`src/rtl/capture_pkg.sv`:
```
// Shared types for the logic-analyzer capture sequencer.
package capture_pkg;

    typedef enum logic [2:0] {
        ST_IDLE     = 3'd0,
        ST_ARMED    = 3'd1,
        ST_DELAY    = 3'd2,
        ST_RD_SETUP = 3'd3,
        ST_READBACK = 3'd4,
        ST_DONE     = 3'd5
    } cap_state_t;

endpackage

```
`src/rtl/capture_readback.sv`:
```
// Readback stage: one RAM read in flight and a registered
// valid/ready output word.
module capture_readback #(
    parameter int SAMPLE_BITS = 32
) (
    input  logic                   clk,
    input  logic                   reset_n,
    input  logic                   i_issue,
    input  logic                   i_abort,
    input  logic [SAMPLE_BITS-1:0] i_rd_data,
    input  logic                   i_out_ready,
    output logic                   o_slot_free,
    output logic                   o_out_valid,
    output logic [SAMPLE_BITS-1:0] o_out_data
);

    logic                   r_rd_pending;
    logic                   r_out_valid;
    logic [SAMPLE_BITS-1:0] r_out_data;

    assign o_slot_free = !r_rd_pending && (!r_out_valid || i_out_ready);
    assign o_out_valid = r_out_valid;
    assign o_out_data  = r_out_data;

    // A read is only issued when the output slot frees this cycle,
    // so the load never overwrites an unaccepted word.
    always_ff @(posedge clk or negedge reset_n) begin
        if (!reset_n) begin
            r_rd_pending <= 1'b0;
            r_out_valid  <= 1'b0;
            r_out_data   <= '0;
        end else if (i_abort) begin
            r_rd_pending <= 1'b0;
            r_out_valid  <= 1'b0;
        end else begin
            r_rd_pending <= i_issue;
            if (r_rd_pending) begin
                r_out_valid <= 1'b1;
                r_out_data  <= i_rd_data;
            end else if (i_out_ready) begin
                r_out_valid <= 1'b0;
            end
        end
    end

endmodule

```
`src/rtl/capture_controller.sv`:
```
// Capture sequencer: circular sample writes until trigger plus
// post-trigger delay, then streams the last read_len samples out.
module capture_controller
    import capture_pkg::*;
#(
    parameter int CNT_BITS    = 16,
    parameter int ADDR_BITS   = 12,
    parameter int SAMPLE_BITS = 32
) (
    input  logic                   clk,
    input  logic                   reset_n,
    input  logic                   arm,
    input  logic                   abort,
    input  logic                   sample_valid,
    input  logic                   trigger,
    input  logic [CNT_BITS-1:0]    read_len,
    input  logic                   delay_match,
    input  logic                   read_match,
    output logic                   en_cnt,
    output logic                   clr_cnt,
    output logic                   mem_wr_en,
    output logic [ADDR_BITS-1:0]   mem_wr_addr,
    output logic                   mem_rd_en,
    output logic [ADDR_BITS-1:0]   mem_rd_addr,
    input  logic [SAMPLE_BITS-1:0] mem_rd_data,
    output logic                   out_valid,
    input  logic                   out_ready,
    output logic [SAMPLE_BITS-1:0] out_data,
    output logic                   busy,
    output logic                   done,
    output logic [ADDR_BITS-1:0]   trig_addr
);

    cap_state_t             r_state;
    cap_state_t             w_next;
    logic [ADDR_BITS-1:0]   r_wr_addr;
    logic [ADDR_BITS-1:0]   r_rd_addr;
    logic [ADDR_BITS-1:0]   r_trig_addr;
    logic                   w_en;
    logic                   w_clr;
    logic                   w_wr;
    logic                   w_trig;
    logic                   w_setup;
    logic                   w_issue;
    logic                   w_slot_free;

    always_comb begin
        w_next  = r_state;
        w_en    = 1'b0;
        w_clr   = 1'b0;
        w_wr    = 1'b0;
        w_trig  = 1'b0;
        w_setup = 1'b0;
        w_issue = 1'b0;
        if (abort) begin
            w_next = ST_IDLE;
        end else begin
            unique case (r_state)
                ST_IDLE, ST_DONE: begin
                    if (arm) begin
                        w_next = ST_ARMED;
                        w_clr  = 1'b1;
                    end
                end
                ST_ARMED: begin
                    if (sample_valid) begin
                        w_wr = 1'b1;
                        if (trigger) begin
                            w_trig = 1'b1;
                            w_clr  = 1'b1;
                            w_next = ST_DELAY;
                        end
                    end
                end
                ST_DELAY: begin
                    if (delay_match) begin
                        w_next = ST_RD_SETUP;
                    end else if (sample_valid) begin
                        w_wr = 1'b1;
                        w_en = 1'b1;
                    end
                end
                ST_RD_SETUP: begin
                    w_setup = 1'b1;
                    w_clr   = 1'b1;
                    w_next  = ST_READBACK;
                end
                ST_READBACK: begin
                    if (w_slot_free) begin
                        if (read_match) begin
                            w_next = ST_DONE;
                        end else begin
                            w_issue = 1'b1;
                            w_en    = 1'b1;
                        end
                    end
                end
                default: w_next = ST_IDLE;
            endcase
        end
    end

    always_ff @(posedge clk or negedge reset_n) begin
        if (!reset_n) begin
            r_state     <= ST_IDLE;
            r_wr_addr   <= '0;
            r_rd_addr   <= '0;
            r_trig_addr <= '0;
        end else begin
            r_state <= w_next;
            if (w_wr) r_wr_addr <= r_wr_addr + 1'b1;
            if (w_trig) r_trig_addr <= r_wr_addr;
            // Oldest of the last read_len samples; wraps mod depth.
            if (w_setup) r_rd_addr <= r_wr_addr - ADDR_BITS'(read_len);
            if (w_issue) r_rd_addr <= r_rd_addr + 1'b1;
        end
    end

    capture_readback #(
        .SAMPLE_BITS(SAMPLE_BITS)
    ) u_readback (
        .clk        (clk),
        .reset_n    (reset_n),
        .i_issue    (w_issue),
        .i_abort    (abort),
        .i_rd_data  (mem_rd_data),
        .i_out_ready(out_ready),
        .o_slot_free(w_slot_free),
        .o_out_valid(out_valid),
        .o_out_data (out_data)
    );

    // Strobes are gated so they read 0 the instant reset asserts.
    assign en_cnt      = w_en && reset_n;
    assign clr_cnt     = w_clr && reset_n;
    assign mem_wr_en   = w_wr && reset_n;
    assign mem_rd_en   = w_issue && reset_n;
    assign mem_wr_addr = r_wr_addr;
    assign mem_rd_addr = r_rd_addr;
    assign trig_addr   = r_trig_addr;
    assign busy        = (r_state != ST_IDLE) && (r_state != ST_DONE);
    assign done        = (r_state == ST_DONE);

endmodule
```
`config.mk`:
```
export PLATFORM = sky130hd
export DESIGN_NAME = capture_controller
export DESIGN_NICKNAME = d
export VERILOG_FILES = /design/src/rtl/capture_pkg.sv /design/src/rtl/capture_readback.sv /design/src/rtl/capture_controller.sv
export SDC_FILE = /design/constraint.sdc
export NUM_CORES = 1
export LEC_CHECK = 0
export ABC_AREA = 1
export CAP_MARGIN = 30
export CORE_MARGIN = 1
export CORE_UTILIZATION = 51
export DETAILED_ROUTE_END_ITERATION = 10
export PLACE_DENSITY = 0.84
export SLEW_MARGIN = 30
export SYNTH_ARGS = -nofsm -noshare
export SYNTH_HDL_FRONTEND = slang
export SYNTH_SLANG_ARGS = --single-unit
export TNS_END_PERCENT = 10
```
`constraint.sdc`:
```
create_clock -name clk -period 4.6 [get_ports clk]
set_input_delay 0.92 -clock clk [delete_from_list [all_inputs] [get_ports clk]]
set_output_delay 0.92 -clock clk [all_outputs]
set_load 0.02 [all_outputs]
```
Word-level counts from Yosys, hierarchy flattened
Cells that the tools add are included.

Muxes and demuxes: 33. Shift-type cells: 0. Div/mod/pow operators: 0. Multiply operators: 0. Reductions and logical operators: 16. $lt $le $gt $ge: 0. $add $sub $neg: 3. Equal/unequal tests: 12. Bitwise operators: 1.

Operator list (count): adder 12 x 1 -> 12 bit, second input constant (2); two-way mux 12 bit (2); two-way mux 3 bit (7); two-way mux 1 bit (20); inequality test 3 bit, second input constant (6); one-hot mux 3 bit (5 select lines) (1); subtractor 12 bit (1); equality test 3 x 2 -> 1 bit, second input constant (2); equality test 3 bit, second input constant (2); logical AND 1 bit (6); AND reduction 6 bit (1); nonzero test 3 bit (2); one-hot mux 1 bit (2 select lines) (2); equality test 3 x 1 -> 1 bit, second input constant (1); logical NOT 3 bit (1); inequality test 3 x 2 -> 1 bit, second input constant (1); one-hot mux 1 bit (3 select lines) (1); logical NOT 1 bit (2); AND reduction 2 bit (1); nonzero test 2 bit (1); OR reduction 2 bit (1); logical OR 1 bit (1); inverter 1 bit (1).

Flip-flop bits (word level): 73. Input port bits: 57. Latch bits: 0. Memories: 0. Bits in read-only memories: 0. Bits in writable memories: 0. Logic and storage cells: 72.

Longest topological paths before layout
Gate-level depths: netlist of the first run.

Depth in word-level cells: 7. Depth in mapped cells: 12. Mapped depth without buffers: 12.

Cells and area by module
From an unflattened synthesis of the first run, not the netlist that was laid out.

Cell total of the unflattened synthesis: 546. Area total of the unflattened synthesis: 4280.4 um^2.

By module, submodules not included: capture_controller (instances 1, cells an instance 400, area an instance 2981.6 um^2, seq. area each 975.9 um^2); capture_readback (instances 1, cells an instance 146, area an instance 1298.7 um^2, seq. area each 850.8 um^2).

Least setup slack after synthesis of the first run
No wires, ideal clock.

Path kind: input port to output port. Start point: input abort. End point: output clr_cnt. Path buffers: 2. Setup slack: 1858 ps. Stages: 5. Data arrival time: 1822 ps. Path through: clkbuf_8 > inv_2 > buf_2 > nand2_1 > a21oi_1.

Cells in the longest elaborated chain, start to end: 2.

Ends and longest elaborated chain: start: declaration (RTL line capture_controller.sv:13) `input logic abort,`; two-way mux 1 bit (RTL line capture_controller.sv:55) `if (abort) begin`; logical AND 1 bit (RTL line capture_controller.sv:135) `assign clr_cnt = w_clr && reset_n;`; end: declaration (RTL line capture_controller.sv:20) `output logic clr_cnt,`.

No other way between the ends.

Worst setup path in the final report of the first run
Same ends and word-level chain as after synthesis.

==> results.txt, run 1 <==
----------------------------------------------------
[Clock tree]
  Clock slew seen by the registers of the worst setup and hold paths ... ~80 ps
  TritonCTS clock tree ... done
  Post_cts resized ... 0
  TritonCTS Sinks ... 73
  Number of buffers created by CTS ... 9
  Clock root cell ... sky130_fd_sc_hd__clkbuf_8
  Clock latency of the later-clocked register in the worst-skew pair ... between 300 and 400 ps
  Deepest clock path buffer count ... 2
  CTS H-Tree Depth ... 3
  Post-CTS Setup Inserts ... 0
  Cts hold-fix bufs ... 0

[Die]
  Total die area ... between 8000 and 9000 sq um
  Width of the die ... around 93 microns
  Floorplan Core Area ... just under 8000 sq um
  Die H ... ~93 microns
  Standard-cell rows ... 32
  Starting density of the core ... 0.534
  Number of top-level design ports ... 132

[Route]
  Via count of the routed design ... around 3800
  # DRC ... 0
  DR pass1 iterations ... 4
  Number of nets still failing antenna checks after routing ... 0
  Sum of routed wire length over all layers ... about 11 mm
  Routed wire length per instance ... between 10 and 15 microns
  DR vias/cell ... between 5 and 6
  DR iter-0 viols ... 170

[STA]
  Setup violators final ... 0
  Min Tclk post-route ... approximately 3800 ps
  Max-slew violation count ... 0
  Count of final hold-check violations ... 0
  Tightest Pin Transition ... approximately 650 ps
  Final period utilization ... 0.817
  Setup repair after global routing missed its margin ... no
  Clock tree skew after final layout ... roughly 11 ps
  Sum of negative setup slack ... 0 ps
  Max Freq ... 266 MHz
  Slew Limit Headroom ... 0.564
  Worst hold slack ... 501 ps

[Critical path]
  Delay of the slowest cell on the worst path ... between 600 and 700 ps
  Required arrival time at the worst endpoint ... about 3700 ps
  Cell with the largest stage delay on the worst path ... sky130_fd_sc_hd__clkdlybuf4s50_1
  Cells along the critical path ... clkdlybuf4s50_1 -> inv_2 -> nand2_1 -> a21oi_1 -> clkdlybuf4s50_1
  Worst path bufs/invs ... 3
  Highest fanout seen on the critical path ... 15
  Cell type group with the largest total delay on the critical path ... buffers and inverters
  Category of the worst setup path launch point ... input port
  Arrival time at the worst endpoint ... around 2800 ps
  Cell occurring most often along the worst timing path ... sky130_fd_sc_hd__clkdlybuf4s50_1
  Critical setup path kind ... input port to primary output
  Crit path capture type ... primary output

[Synthesis]
  Most common library cells after synthesis ... 130 x sky130_fd_sc_hd__nand2_1, 73 x sky130_fd_sc_hd__dfrtp_1, 65 x sky130_fd_sc_hd__inv_1
  Combined area of all synthesized cells ... 4190 sq um
  Count of different cell masters after synthesis ... 40
  Part of the Yosys area used for sequential elements ... 0.436
  Net count after synthesis ... about 570
  Cell type with the largest total area after synthesis ... sky130_fd_sc_hd__dfrtp_1
  Post-synth EDFFs ... 0
  Synthesized instance count ... 497
  Share of synthesized registers carrying an async set or reset ... 1.00
  Most used flip-flop cell after synthesis ... sky130_fd_sc_hd__dfrtp_1
  Synth warn ... 0
  Largest cells by area after synthesis ... sky130_fd_sc_hd__dfrtp_1 44%, sky130_fd_sc_hd__nand2_1 12%, sky130_fd_sc_hd__mux2_2 9.1%
  Synthesized area per cell ... roughly 8.4 sq um
  Most instantiated library cell after synthesis ... sky130_fd_sc_hd__nand2_1
  Synth top area share ... 0.436
  Number of storage elements in the synthesis netlist ... between 70 and 80

[Final layout]
  Final instance area ... approximately 5800 sq um
  Share of cells above drive strength 1 ... 0.125
  Net count, final ... around 700
  Area growth from synthesis to final layout ... 37.3%
  Total inserted antenna cells ... 0

[Global routing]
  Residual overflow from global routing ... 0
  Via count of the first global-routing pass ... 3786
  First-pass GRT wire length ... about 17 mm
  Largest net degree at the start of global routing ... 74
  Global-route usage over all layers ... 0.259
  Number of antenna violations at the first check in global routing ... 0

[Pwr]
  Power per standard cell area ... ~580 nW/um^2
  Total leakage power ... approximately 0.0028 uW
  Worst IR Drop VDD ... slightly below 0.0004 V
  Final total power ... roughly 3400 uW

[Min path]
  Hold Crit Class ... flip-flop to flip-flop

[Placement]
  DP HPWL ... 7.96 mm
  Port-buffer cells ... roughly 130
  Last weighted congestion value of the routability-driven placer ... approximately 0.97
  Instance area after placement ... 5520 sq um

[Run]
  Max-capacitance violation count ... 0

[Run status]
  Status ... completed

----------------------------------------------------
-- per-stage QoR --
stage           util  std cells  setup WS, ps
4_1_cts        0.733        734           871
2_1_floorplan      -        497          1860
3_5_place_dp   0.704        718           879
5_1_grt        0.733        734           762
3_3_place_gp   0.704        718           919
6_report       0.733        734           844
-- worst min-delay path, cell delays in order, from the launching register on --
cell and delay [ps]:
sky130_fd_sc_hd__dfrtp_1 350, sky130_fd_sc_hd__nand2_1 50, sky130_fd_sc_hd__o21ai_0 60
-- area by class of cell --
type,count,area (sq um)
Fill cell,590,2090
Multi-Input combinational cell,343,2020
Sequential cell,73,1830
Timing Repair Buffer,129,1280
Inverter,71,268
Tap cell,102,128
Clock buffer,9,124
Clock inverter,7,103
-- state kept, by name, summed over array words and instances (netlist names) --
register,cells
mem_rd_addr,12
mem_wr_addr,12
r_state,3
trig_addr,12
u_readback.o_out_data,32
u_readback.o_out_valid,1
u_readback.r_rd_pending,1
-- report_power, final --
group          switching [uW]  internal [uW]  total (uW)
Combinational             918            771        1690
Clock                     266            312         578
Sequential                215            878        1090
-- layer usage --
layer,vias to the layer above,share of wire,GRT usage
met1,1831,0.40,0.315
li1,1863,-,-
met5,-,0,0
met2,125,0.52,0.448
met4,0,0.022,0.0949
met3,21,0.059,0.0583
-- path summary, 6_finish.rpt --
path / cells past startpoint / from / slack, ps / to
max: 5 / abort / 840 / clr_cnt
max reg2reg: 11 / mem_wr_addr[0] / 2520 / mem_rd_addr[6]
min: 2 / trig_addr[1] / 500 / trig_addr[1]
min reg2reg: 2 / trig_addr[1] / 500 / trig_addr[1]
min in group asynchronous: 2 / reset_n / 680 / r_state[1]
max in group asynchronous: 2 / reset_n / 3460 / mem_rd_addr[8]
-- cells in the final DEF, fill, tap and decap left out, drive strengths merged, types with 2 or more instances in the layout --
cell           count
a211oi             2
a21oi             17
buf                3
bufinv             2
clkbuf             9
clkdlybuf4s50    126
clkinv             4
dfrtp             73
ha                13
inv               72
mux2              34
nand2            136
nand3             45
nand3b             3
nand4              8
nor2              35
nor3               5
o21ai             16
xnor2              3
xor2              17
-- cells by family (layout without fill, tap and decap cells) --
family                   count (synthesis)  in the layout  synth area share
multiplexers                            34             34            0.0914
adder cells (fa/ha/maj)                 14             14            0.0436
XOR/XNOR                                20             20            0.0418
AO/OA/AOI/OAI                           41             41            0.0574
AND/OR/NAND/NOR                        234            234             0.248
flip-flops                              73             73             0.436
buffers and inverters                   81            216            0.0818
No activity file was read; power rests on OpenSTA's default activity.
==> run 2, diff against run 1 <==
--- a/config.mk
+++ b/config.mk
@@ -8,9 +8,9 @@
 export ABC_AREA = 1
 export CAP_MARGIN = 30
 export CORE_MARGIN = 1
-export CORE_UTILIZATION = 51
+export CORE_UTILIZATION = 43
 export DETAILED_ROUTE_END_ITERATION = 10
-export PLACE_DENSITY = 0.84
+export PLACE_DENSITY = 0.75
 export SLEW_MARGIN = 30
 export SYNTH_ARGS = -nofsm -noshare
 export SYNTH_HDL_FRONTEND = slang
==> constraint.sdc (replaced) <==
create_clock -name clk -period 3.3 [get_ports clk]
set_input_delay 0.66 -clock clk [delete_from_list [all_inputs] [get_ports clk]]
set_output_delay 0.66 -clock clk [all_outputs]
set_load 0.02 [all_outputs]
==> run 2 against run 1 <==
  * Hold slack got worse by 49 ps
  * Clock skew rose by 1.3 ps
  * Worst setup slack got worse by 570 ps
  * Count of clock-buffer cells in the layout did not move
  * Sequential share of layout area fell by 0.076 points
  * Critical path depth rose by 1
  * Die area rose by 18%
  * Highest routed layer unchanged
  * Sequential cell count did not move
  * Sequential power rose by 39%
  * Final area rose by 0.24%
  * Largest power group unchanged
  * Core utilization fell by 11 points
  * Final cell count rose by 4.1%
==> results.txt, run 2 (synthesized netlist as in run 1, its figures left out) <==
----------------------------------------------------
[Critical path]
  Cell with the largest stage delay on the worst path ... sky130_fd_sc_hd__clkdlybuf4s50_1
  Arrival time at the worst endpoint ... ~2400 ps
  Cells along the critical path ... clkdlybuf4s50_1 -> inv_1 -> a21oi_1 -> nand3_1 -> a21oi_1 -> clkdlybuf4s50_1
  Highest fanout seen on the critical path ... 4
  Cell type group with the largest total delay on the critical path ... buffers and inverters
  Crit. Startpoint ... out_ready
  Worst path bufs/invs ... 3
  Critical setup path kind ... input port to primary output
  Required arrival time at the worst endpoint ... ~2600 ps
  Delay of the slowest cell on the worst path ... roughly 630 ps
  Category of the worst setup path launch point ... input port
  Worst reg2reg startpoint ... mem_wr_addr[0]
  Crit path capture type ... primary output

[STA]
  Max-slew violation count ... 0
  Final period utilization ... 0.917
  Min Tclk post-route ... 3030 ps
  Setup violators final ... 0
  Worst Slack Setup Final ... about 270 ps
  Slew Limit Headroom ... 0.548
  Setup repair after global routing missed its margin ... no
  Count of final hold-check violations ... 0
  Tightest Pin Transition ... 679 ps
  Worst hold slack ... 452 ps
  Clock tree skew after final layout ... approximately 13 ps
  Sum of negative setup slack ... 0 ps
  Max Freq ... ~330 MHz

[Die]
  Number of top-level design ports ... between 100 and 150
  Starting density of the core ... 0.449
  Floorplan Core Area ... just over 9000 sq um
  Width of the die ... roughly 100 microns
  Total die area ... 10100 sq um
  Die H ... just over 100 microns
  Standard-cell rows ... 35

[Route]
  DR vias/cell ... between 4 and 5
  Number of nets still failing antenna checks after routing ... 0
  Via count of the routed design ... 3757
  DR iter-0 viols ... between 150 and 200
  DR pass1 iterations ... 5
  Sum of routed wire length over all layers ... about 11 mm
  Routed wire length per instance ... roughly 14 microns
  # DRC ... 0

[Min path]
  Hold Crit Class ... input port to async pin

[Clock tree]
  Clock root cell ... sky130_fd_sc_hd__clkbuf_8
  Clock slew seen by the registers of the worst setup and hold paths ... roughly 100 ps
  Clock latency of the later-clocked register in the worst-skew pair ... 350 ps
  Post_cts resized ... 0
  Number of buffers created by CTS ... 9
  TritonCTS clock tree ... done
  Deepest clock path buffer count ... 2
  TritonCTS Sinks ... 73
  CTS H-Tree Depth ... 3
  Post-CTS Setup Inserts ... 0
  Cts hold-fix bufs ... 0

[Placement]
  DP HPWL ... roughly 7.8 mm
  Port-buffer cells ... about 130
  Last weighted congestion value of the routability-driven placer ... about 0.86
  Setup slack after placement ... between 200 and 300 ps

[Pwr]
  Power per standard cell area ... just under 800 nW/um^2
  Total leakage power ... roughly 0.0028 uW
  Worst IR Drop VDD ... just under 0.0005 V

[Global routing]
  Number of antenna violations at the first check in global routing ... 0
  Via count of the first global-routing pass ... 3696
  Global-route usage over all layers ... 0.214
  Largest net degree at the start of global routing ... 74
  First-pass GRT wire length ... ~17 mm
  Residual overflow from global routing ... 0

[Final layout]
  Area growth from synthesis to final layout ... 37.7%
  Final core occ ... 0.618
  Share of cells above drive strength 1 ... 0.129
  Flip-flop count of the largest register after layout ... 32
  Commonest cells after routing, fill and taps aside ... 130 x sky130_fd_sc_hd__nand2_1, 126 x sky130_fd_sc_hd__clkdlybuf4s50_1, 73 x sky130_fd_sc_hd__dfrtp_1
  Net count, final ... 701
  Total inserted antenna cells ... 0
  Most common cell after layout, fill and taps aside ... sky130_fd_sc_hd__nand2_1

[Run]
  Max-capacitance violation count ... 0

[Run status]
  Status ... completed

----------------------------------------------------
run 2: cell types whose count changed in the layout (fill, tap and decap cells not counted):
cell                         change
sky130_fd_sc_hd__clkinv_4        -2
sky130_fd_sc_hd__inv_6           +2
sky130_fd_sc_hd__clkinvlp_4      +3
sky130_fd_sc_hd__buf_4           +3
sky130_fd_sc_hd__clkinv_2        -1
sky130_fd_sc_hd__bufinv_16       -2
run 2: routing by layer:
metal / track usage / vias to the layer above / part of all wire
met5: 0 / - / 0
met4: 0.0502 / 0 / 0.0084
met3: 0.0506 / 9 / 0.045
met2: 0.355 / 91 / 0.50
met1: 0.283 / 1784 / 0.45
li1: - / 1873 / -
run 2: final timing paths:
check,end,slack (ps),cells past startpoint
worst min-delay path,u_readback.o_out_data[1],450,2
worst max-delay path,en_cnt,270,6
worst max register to register,mem_rd_addr[6],1290,11
min in group clk,trig_addr[6],500,2
max in group asynchronous,mem_wr_addr[6],2370,2
worst min register to register,trig_addr[6],500,2
run 2: report_power, final:
group	internal, uW	switching, uW	leakage (uW)	total [uW]
combinational	1080	1270	0.00178	2350
clock	286	395	0.0000848	681
sequential	1220	301	0.000960	1520
total	2590	1960	0.00282	4550
run 2: area by class of cell:
cell class | count | area, sq um
clock inverters | 7 | 60.1
fillers | 785 | 3560
inverters | 71 | 268
well taps | 129 | 161
clock buffers | 9 | 124
multi-input cells | 343 | 2020
flip-flops and latches | 73 | 1830
repair buffers | 132 | 1310
run 2: metrics by stage:
| step | instance area, sq um | cells | total power [uW] |
|---|---|---|---|
| after floorplan | 4190 | 497 | 2850 |
| after global placement | 5580 | 748 | 3800 |
| after detailed placement | 5580 | 748 | 3870 |
| after CTS | 5760 | 764 | 4570 |
| after global routing | 5770 | 764 | 4860 |
| final | 5770 | 764 | 4550 |
==> run 3, diff against run 2 <==
--- a/config.mk
+++ b/config.mk
@@ -7,7 +7,7 @@
 export LEC_CHECK = 0
 export ABC_AREA = 1
 export CAP_MARGIN = 30
-export CORE_MARGIN = 1
+export CORE_MARGIN = 4
 export CORE_UTILIZATION = 43
 export DETAILED_ROUTE_END_ITERATION = 10
 export PLACE_DENSITY = 0.75
==> constraint.sdc (replaced) <==
create_clock -name clk -period 3.3 [get_ports clk]
set_input_delay 0.66 -clock clk [delete_from_list [all_inputs] [get_ports clk]]
set_output_delay 0.66 -clock clk [all_outputs]
set_load 0.1 [all_outputs]
==> run 3 against run 2 <==
  * Via count fell by 1.9%
  * Count of clock-buffer cells in the layout is the same
  * Die area up 12%
  * Critical path depth down 1
  * Core utilization down 1.3 points
  * Highest routed layer unchanged
==> results.txt, run 3 (synthesized netlist as in run 1, its figures left out) <==
----------------------------------------------------
[Clock tree]
  Clock root cell ... sky130_fd_sc_hd__clkbuf_8
  CTS H-Tree Depth ... 3
  Clock slew seen by the registers of the worst setup and hold paths ... about 90 ps
  TritonCTS clock tree ... done
  Post-CTS Setup Inserts ... 0
  Number of buffers created by CTS ... 9
  TritonCTS Sinks ... 73
  Deepest clock path buffer count ... 2
  Post_cts resized ... 0
  Cts hold-fix bufs ... 0
  Clock latency of the later-clocked register in the worst-skew pair ... around 340 ps

[Critical path]
  Crit path capture type ... primary output
  Cell with the largest stage delay on the worst path ... sky130_fd_sc_hd__clkdlybuf4s50_1
  Cells along the critical path ... clkdlybuf4s50_1 -> inv_2 -> nand2_1 -> a21oi_1 -> buf_12
  End of the worst register-to-register path ... mem_rd_addr[6]
  Critical setup path kind ... input port to primary output
  Number of cells on the worst reg-to-reg path ... 11
  Required arrival time at the worst endpoint ... between 2000 and 3000 ps
  Delay of the slowest cell on the worst path ... 580 ps
  Worst reg2reg startpoint ... mem_wr_addr[0]
  Highest fanout seen on the critical path ... 15
  Category of the worst setup path launch point ... input port
  Setup slack, reg-to-reg ... 1200 ps
  Arrival time at the worst endpoint ... 2220 ps

[Route]
  Routed wire length per instance ... between 10 and 15 microns
  Via count of the routed design ... 3686
  Number of nets still failing antenna checks after routing ... 0
  DR vias/cell ... between 4 and 5
  DR iter-0 viols ... 210
  DR pass1 iterations ... 4
  # DRC ... 0
  Sum of routed wire length over all layers ... around 11 mm

[Run]
  Max-capacitance violation count ... 0

[STA]
  Clock tree skew after final layout ... ~12 ps
  Min Tclk post-route ... 2880 ps
  Count of final hold-check violations ... 0
  Setup repair after global routing missed its margin ... no
  Final period utilization ... 0.874
  Max Freq ... 347 MHz
  Slew Limit Headroom ... 0.555
  Tightest Pin Transition ... roughly 670 ps
  Setup violators final ... 0
  Max-slew violation count ... 0
  Worst hold slack ... 479 ps
  Sum of negative setup slack ... 0 ps

[Final layout]
  Total inserted antenna cells ... 0
  Total of fill cells in the finished design ... 852
  Most common cell after layout, fill and taps aside ... sky130_fd_sc_hd__nand2_1
  Net count, final ... about 700
  Area growth from synthesis to final layout ... 35.3%
  Commonest cells after routing, fill and taps aside ... 130 x sky130_fd_sc_hd__nand2_1, 73 x sky130_fd_sc_hd__dfrtp_1, 72 x sky130_fd_sc_hd__buf_4
  Share of cells above drive strength 1 ... 0.245
  Flip-flop count of the largest register after layout ... 32

[Die]
  Floorplan Core Area ... 9370 sq um
  Width of the die ... approximately 110 microns
  Total die area ... 11400 sq um
  Starting density of the core ... 0.447
  Die H ... between 100 and 150 microns
  Standard-cell rows ... 35
  Number of top-level design ports ... 132

[Global routing]
  Number of antenna violations at the first check in global routing ... 0
  Global-route usage over all layers ... 0.186
  Residual overflow from global routing ... 0
  Via count of the first global-routing pass ... between 3000 and 4000
  First-pass GRT wire length ... 17.3 mm
  Largest net degree at the start of global routing ... 74

[Placement]
  Port-buffer cells ... roughly 130
  DP HPWL ... between 8 and 9 mm
  Last weighted congestion value of the routability-driven placer ... 0.834

[Min path]
  Hold Crit Class ... input port to async pin

[Run status]
  Status ... completed

----------------------------------------------------
==> run 3: changes by cell type in the layout (fill, tap and decap cells not counted), sizes merged <==
| cell | change |
|---|---|
| buf | +72 |
| clkinv | +2 |
| inv | -4 |
| bufinv | +3 |
| clkdlybuf4s50 | -75 |
| clkinvlp | -1 |
==> run 3: layout make-up <==
class / count / area [sq um] / area share
multi-input combinational: 343 / 2020 / 0.357
sequential: 73 / 1830 / 0.322
timing repair buffer: 129 / 1150 / 0.202
inverter: 71 / 268 / 0.0472
tap: 129 / 161 / 0.0285
clock buffer: 9 / 124 / 0.0218
clock inverter: 7 / 119 / 0.0210
==> run 3: per-stage QoR <==
step / instances / worst slack, ps / instance area (sq um) / util
after floorplan: 497 / -60.9 / 4190 / -
after global placement: 745 / 452 / 5420 / 0.579
after detailed placement: 745 / 430 / 5420 / 0.579
after CTS: 761 / 425 / 5670 / 0.605
after global routing: 761 / 305 / 5670 / 0.605
final: 761 / 417 / 5670 / 0.605
==> run 3: worst max-delay path by stage <==
stage | from | end | slack (ps)
CTS | abort | mem_wr_en | 420
floorplan | abort | clr_cnt | -60
finish | abort | clr_cnt | 420
global placement | abort | mem_wr_en | 450
global route | abort | mem_wr_en | 310
detailed placement | abort | mem_wr_en | 430
==> run 3: worst max-delay path: cells and delay by family <==
family | cells | cell delay, ps
AOI/OAI and AO/OA | 1 | 250
buffers and inverters | 3 | 1120
and+or+nand+nor | 1 | 180
==> run 3: per-layer routing <==
layer | GRT usage | up-vias | share of wire
met5 | 0 | - | 0
met4 | 0.0676 | 0 | 0.019
met3 | 0.0289 | 14 | 0.040
met2 | 0.319 | 76 | 0.51
met1 | 0.237 | 1738 | 0.43
li1 | - | 1858 | -
Power of run 3 is left out: the tool's default activity adds up to more than one toggle a clock period on the data nets, which glitch-free logic cannot reach.
